<file path="config.mk">
export PLATFORM = sky130hd
export DESIGN_NAME = karatsuba_233bit_seq_ctrl
export DESIGN_NICKNAME = d
export VERILOG_FILES = /design/src/rtl/karatsuba_233bit_seq_ctrl.sv
export SDC_FILE = /design/constraint.sdc
export NUM_CORES = 2
export LEC_CHECK = 0
export CAP_MARGIN = 10
export CORE_AREA = 2 2 544 546
export DETAILED_ROUTE_END_ITERATION = 16
export DIE_AREA = 0 0 546 548
export SYNTH_ARGS = -nofsm -noshare
export SYNTH_HDL_FRONTEND = slang
export SYNTH_SLANG_ARGS = --single-unit
</file>
<file path="constraint.sdc">
create_clock -name clk -period 3 [get_ports clk]
set_input_delay 0.45 -clock clk [delete_from_list [all_inputs] [get_ports clk]]
set_output_delay 0.45 -clock clk [all_outputs]
set_load 0.01 [all_outputs]
</file>
<file path="src/rtl/karatsuba_233bit_seq_ctrl.sv">
// ============================================================================
// Module   : karatsuba_233bit_seq_ctrl
// Purpose  : Sequences one N-bit GF(2) polynomial multiply through a single
//            shared H-bit sub-multiplier using three Karatsuba sub-products
//            (LO, HI, MID) folded into an accumulator.
// Revision : 1.0 - initial release
// ============================================================================
`default_nettype none

module karatsuba_233bit_seq_ctrl #(
  parameter int N = 233,
  parameter int H = (N + 1) / 2
) (
  input  logic             clk,
  input  logic             rst_n,
  input  logic             start,
  input  logic [N-1:0]     op_a,
  input  logic [N-1:0]     op_b,
  output logic             busy,
  output logic             done,
  output logic [2*N-2:0]   result,
  output logic             sub_valid,
  output logic [H-1:0]     sub_a,
  output logic [H-1:0]     sub_b,
  input  logic             sub_ready,
  input  logic             sub_p_valid,
  input  logic [2*H-2:0]   sub_p
);

  // Full product width.  The natural Karatsuba accumulator is 4H-1 bits, but
  // every bit above 2N-2 is provably zero (both high halves are zero-extended),
  // so only the RW low bits are stored.
  localparam int RW = 2 * N - 1;
  localparam int PW = 2 * H - 1;

  typedef enum logic [2:0] {
    IDLE     = 3'd0,
    REQ_LO   = 3'd1,
    WAIT_LO  = 3'd2,
    REQ_HI   = 3'd3,
    WAIT_HI  = 3'd4,
    REQ_MID  = 3'd5,
    WAIT_MID = 3'd6,
    FINISH   = 3'd7
  } state_t;

  state_t          state;
  logic [N-1:0]    a_reg;
  logic [N-1:0]    b_reg;
  logic [RW-1:0]   acc;

  // Operand halves derived from the captured operands.
  logic [H-1:0]    a_lo;
  logic [H-1:0]    a_hi;
  logic [H-1:0]    b_lo;
  logic [H-1:0]    b_hi;
  logic [H-1:0]    a_mid;
  logic [H-1:0]    b_mid;

  // Returned sub-product positioned at the three overlap offsets.
  logic [RW-1:0]   p_at_0;
  logic [RW-1:0]   p_at_h;
  logic [RW-1:0]   p_at_2h;

  assign a_lo  = a_reg[H-1:0];
  assign b_lo  = b_reg[H-1:0];
  assign a_hi  = H'(a_reg[N-1:H]);
  assign b_hi  = H'(b_reg[N-1:H]);
  assign a_mid = a_lo ^ a_hi;
  assign b_mid = b_lo ^ b_hi;

  // The top PW-(RW-2H) bits of a product placed at offset 2H would land above
  // bit 2N-2; for a legal HI product (degree <= 2(N-H)-2) they are always zero.
  assign p_at_0  = RW'(sub_p);
  assign p_at_h  = RW'(sub_p) << H;
  assign p_at_2h = {sub_p[RW-2*H-1:0], {(2*H){1'b0}}};

  // Sequencer: issues LO, HI, MID requests in turn, folds each product into
  // the accumulator and publishes the final product with a one-cycle done.
  always_ff @(posedge clk or negedge rst_n) begin
    if (!rst_n) begin
      state     <= IDLE;
      a_reg     <= '0;
      b_reg     <= '0;
      acc       <= '0;
      busy      <= 1'b0;
      done      <= 1'b0;
      result    <= '0;
      sub_valid <= 1'b0;
      sub_a     <= '0;
      sub_b     <= '0;
    end else begin
      done <= 1'b0;
      case (state)
        IDLE: begin
          if (start) begin
            a_reg     <= op_a;
            b_reg     <= op_b;
            acc       <= '0;
            busy      <= 1'b1;
            sub_valid <= 1'b1;
            sub_a     <= op_a[H-1:0];
            sub_b     <= op_b[H-1:0];
            state     <= REQ_LO;
          end
        end

        // Request states hold sub_a/sub_b untouched until accepted.
        REQ_LO: begin
          if (sub_ready) begin
            sub_valid <= 1'b0;
            state     <= WAIT_LO;
          end
        end

        REQ_HI: begin
          if (sub_ready) begin
            sub_valid <= 1'b0;
            state     <= WAIT_HI;
          end
        end

        REQ_MID: begin
          if (sub_ready) begin
            sub_valid <= 1'b0;
            state     <= WAIT_MID;
          end
        end

        // LO contributes to both the low word and the middle term.
        WAIT_LO: begin
          if (sub_p_valid) begin
            acc       <= acc ^ p_at_0 ^ p_at_h;
            sub_valid <= 1'b1;
            sub_a     <= a_hi;
            sub_b     <= b_hi;
            state     <= REQ_HI;
          end
        end

        // HI contributes to both the middle term and the high word.
        WAIT_HI: begin
          if (sub_p_valid) begin
            acc       <= acc ^ p_at_h ^ p_at_2h;
            sub_valid <= 1'b1;
            sub_a     <= a_mid;
            sub_b     <= b_mid;
            state     <= REQ_MID;
          end
        end

        // MID completes the middle term: (AL+AH)(BL+BH) + LO + HI.
        WAIT_MID: begin
          if (sub_p_valid) begin
            acc   <= acc ^ p_at_h;
            state <= FINISH;
          end
        end

        FINISH: begin
          result <= acc;
          done   <= 1'b1;
          busy   <= 1'b0;
          state  <= IDLE;
        end

        default: begin
          state <= IDLE;
        end
      endcase
    end
  end

endmodule

`default_nettype wire
</file>
Word level (Yosys, flattened, before mapping)
Index checks and enable logic that the tools add are counted.
{ "totals": {"wordCells": 72, "regBits": 1636, "input_bits": 704, "output_inout_bits": 702} }
{ "op_classes": {"n_eq_ne": 16, "n_mux": 27, "reduce_logical": 13, "bitwise_logic": 6} }
{ "ops": {"columns": ["cell", "count"], "rows": [
  ["$mux 465", 4],
  ["$pmux 465 s4", 1],
  ["$xor 465x350->465", 2],
  ["$mux 117", 6],
  ["$pmux 117 s3", 2],
  ["$xor 465x233->465", 1],
  ["$xor 465x465->465", 1],
  ["$xor 117x116->117", 2],
  ["$pmux 3 s8", 1],
  ["$mux 3", 7],
  ["$ne 2x2->1 const B", 7],
  ["$eq 3x3->1 const B", 4],
  ["$reduce_and 4->1", 2],
  ["$reduce_and 7->1", 1],
  ["$eq 3x2->1 const B", 2],
  ["$reduce_bool 3->1", 2],
  ["$reduce_and 5->1", 1],
  ["$mux 1", 4],
  ["$ne 2x1->1 const B", 2],
  ["$reduce_and 2->1", 2],
  ["$reduce_bool 4->1", 1],
  ["$eq 3x1->1 const B", 1],
  ["$logic_not 3->1", 1],
  ["$pmux 1 s3", 1],
  ["4 further kinds", 4]
]} }

Logic depth before layout (Yosys ltp)
{ "depth": {"word_depth": 4, "depth_mapped": 10, "depth_no_buf": 6} }

Worst setup path before layout
No wires, ideal clock.
{ "synth_timing": {"path_type": "flip-flop to flip-flop", "from": "reg state[0]", "to": "reg acc[304]", "stages_incl_launch_ff": 11, "setup_ps": 124, "required_ps": 2876, "slack_ps": 808, "period_less_slack_ps": 2192, "path_buffers": 4, "arrival_time_ps": 2068, "cell_sequence": "dfrtp_1 inv_1 ha_1 buf_4 or3b_4 and3_1 buf_2 buf_6 buf_6 a221oi_2 nor2_1"} }
{ "synth_between": {"elab_chain_cells": 3, "elab_cells_between_ends": 11, "classes_between": "eq/ne (7); mux (1); reduce/logical (3)"} }
{ "synth_lines": {"columns": ["item", "line", "text"], "rows": [
  ["from (decl)", "47", "state_t state;"],
  ["from (signal assigned)", "82", "state <= IDLE;"],
  ["from (signal assigned)", "104", "state <= REQ_LO;"],
  ["from (signal assigned)", "112", "state <= WAIT_LO;"],
  ["$eq 3x3->1 (tied with other cells)", "94", "case (state)"],
  ["$reduce_bool 4->1 (no line) / $ne 2x2->1 (equally long branches)", null, null],
  ["$reduce_and 5->1 (no line)", null, null],
  ["to (signal assigned)", "133", "acc <= acc ^ p_at_0 ^ p_at_h;"],
  ["to (signal assigned)", "144", "acc <= acc ^ p_at_h ^ p_at_2h;"],
  ["to (signal assigned)", "155", "acc <= acc ^ p_at_h;"],
  ["to (decl)", "50", "logic [RW-1:0] acc;"]
]} }
Several ways; a longest one is shown, not always the timed one.
A chain may end at the register's enable or synchronous reset.

Worst setup path in the final report
{ "layout_timing": {"from": "reg result[389]", "to": "out result[389]"} }
{ "layout_rtl": {"columns": ["item", "line", "text"], "rows": [
  ["from (decl)", "21", "output logic [2*N-2:0] result,"],
  ["from (signal assigned)", "88", "result <= '0;"],
  ["from (signal assigned)", "161", "result <= acc;"]
]} }
No word-level cell between the ends.

==> metrics <==
synthesis warning total=0; Max stage delay on crit path=1.01 ns; number of global-route vias before repair=66.0k; synthesized area=79300 um2; Crit path buffers/inverters=1; Post-Synth Simple-Gate Area=14.5%; Synth Area in Adders=0.0631%; kind of critical path=flop to output pin; CP max FO=2; area delta synth->final=33.1%; Tmin final=2.69 ns; Synth Area in XOR/XNOR=7.11%; Hold Fails Final Rpt=0; leading area contributor after synthesis=dfrtp_1; pin count of the biggest net entering global routing=164; post-synthesis sequential area ratio=51.6%; main combinational cell family by area after synthesis=simple AND/OR/NAND/NOR gates; top flop regs=acc x465, result x465; routed vias=65.9k; clock tree from TritonCTS=built; Clock power frac=20.2%; Net Count, Synth=8334; post-route DRC violation count=0; DR pass1 iterations=6; Root Driver=clkbuf_16; final antenna-violating net count=0; post-DP HPWL=255000 um; ys async rst share=100%; synth cell count leaders=1636 x dfrtp_1, 1539 x nand2_1, 701 x mux2_2; RSZ-0062 raised after global routing=false; post-route setup slack=0.308 ns; Setup TNS=0 ns; Total GRT Usage=22.3%; drt initial violations=5374; Avg Vias per Cell=5.06; Total Wirelength=345000 um; Setup Skew=0.0556 ns; layout cells sized above 1=15.0%; Slew HR=24.3%; Hold/Removal Path Class=primary input to flop; CP max-delay cell=clkdlybuf4s50_1; clk sink count=1636; Placer Congestion=0.888; count leader, synth=dfrtp_1; Worst Setup Start Kind=flop; final std cells w/o fill=13.0k; mux cell area share after synthesis=13.8%; Post-synth EDFFs=0; crit share post-route=89.7%; Initial Util=27.1%; flops & latches, synth=1636; Buffers on Ports=1405; NetSw=45.2 mW; # IOs=1406; first-pass GRT wire length=491000 um; Post-layout nets=9608; die area=299000 um2; share of the synthesized area in the top cell type=51.6%; Die X=546 um; Int Pwr=70.5 mW; peak supply drop=0.000702 V; Tightest Pin Transition=1.13 ns; mean post-synth cell area=10.4 um2; Post-CTS Setup Bufs=0; Synth Instances=7626; critical-path cell list=clkdlybuf4s50_1; run status=complete, no violations; Logic pwr share=44.1%; Pleak=44.8 nW; Hold Buf Count CTS=1; synth top area cells=dfrtp_1 52%, mux2_2 10%, nand2_1 7.3%; critical path's top delay family=buffers and inverters; Main synth FF type=dfrtp_1; Final Setup Violations=0; Max Fclk=371 MHz; Min Hold Slack=0.201 ns; initial antenna violation count=126; PD cells=1100 nW/um2; Final Max Slew Viols=0; cts repair resizes=0; sequential power share=35.7%; die height=548 um; Placed Cells=12.6k; Max-Cap Viols=0; H-tree depth=4; arrival time worst endpoint=2.24 ns; Max Buffers Root-to-Sink=4; CP Data Required Time=2.55 ns; sw frac=39.1%; Row Count=199; dpl ws=0.291 ns; worst skew pair latency=0.88 ns; total power=116 mW; CTS Buf Count=190; core area=293000 um2; CTS clk-pin slew, worst paths=0.06 ns; gr ovfl total=0; Synth cell types=52; drt wl/cell=26.5 um; compound-gate portion of the synthesized area=9.88%; kind of end point of the critical path=output pin
==> logic make-up (layout without fill, tap and decap cells) <==
| logic type | count (synthesis) | after routing |
|---|---|---|
| AOI/OAI and AO/OA | 1086 | 1086 |
| xor gates and xnor gates | 644 | 644 |
| adders and majority gates | 4 | 4 |
| buffers and inverters | 574 | 1994 |
| DFF | 1636 | 1636 |
| muxes | 1004 | 1004 |
| other | 0 | 70 |
| and+or+nand+nor | 2678 | 2678 |
==> power groups by stage <==
| stage | logic (mW) | registers (mW) | clock network, mW |
|---|---|---|---|
| after global routing | 54.8 | 42.4 | 24.8 |
| final | 51.0 | 41.3 | 23.4 |
| after global placement | 50.1 | 41.0 | 0 |
| after floorplan | 27.0 | 40.3 | 0 |
| after detailed placement | 51.3 | 41.5 | 0 |
| after CTS | 51.5 | 41.2 | 23.9 |
==> routing by layer <==
layer	GRT usage [%]	part of all wire, %	vias up	routed length [um]
met5	0	0.14	-	493
met4	11.4	5.8	72	19900
met3	5.48	7.8	643	26900
met2	36.2	47	2741	161000
met1	27.3	40	33582	137000
li1	-	-	28907	-
==> final cells by class <==
cell class                      instances  area, um2
Multi-Input combinational cell       5416      36100
Tap cell                             3919       4900
Antenna cell                           70        175
Inverter                               24        106
Clock buffer                          290       5680
Fill cell                           28869     188000
Timing Repair Buffer                 1632      17100
Sequential cell                      1636      40900
Clock inverter                         48        519
==> stage by stage <==
| step | area [um2] | util, % |
|---|---|---|
| floorplan | 79300 | - |
| global placement | 99100 | 33.8 |
| detailed placement | 99100 | 33.8 |
| CTS | 105000 | 36.0 |
| global route | 105000 | 36.0 |
| finish | 106000 | 36.0 |
==> final timing paths <==
kind,to,from,depth (start not counted),slack [ns]
setup / recovery,result[389],result[389]$_DFFE_PN0P_,1,0.31
hold / removal,a_reg[161]$_DFFE_PN0P_,op_a[161],2,0.20
setup reg to reg,acc[328]$_DFFE_PN0P_,state[0]$_DFFE_PN0P_,7,0.31
hold reg to reg,result[38]$_DFFE_PN0P_,acc[38]$_DFFE_PN0P_,2,0.45
max in group asynchronous,sub_a[6]$_DFFE_PN0P_,rst_n,4,1.52
min in group asynchronous,result[52]$_DFFE_PN0P_,rst_n,2,0.23
==> cells in the final DEF, fill, tap and decap left out, types with 70 or more instances in the layout <==
master / netlist / routed
a21oi_1: 104 / 104
buf_4: 3 / 124
mux2_2: 701 / 701
nor2_1: 617 / 614
a221oi_1: 77 / 77
o21ai_0: 348 / 348
diode_2: 0 / 70
mux2i_1: 303 / 302
nand3_1: 150 / 147
nor4b_1: 116 / 116
nand2_1: 1539 / 1535
o211ai_1: 88 / 88
xnor2_1: 425 / 425
xor2_1: 219 / 219
a211o_1: 232 / 232
clkdlybuf4s50_1: 0 / 1403
dfrtp_1: 1636 / 1635
buf_12: 0 / 102
clkbuf_16: 0 / 193
Power figures use the tool's default switching activity.
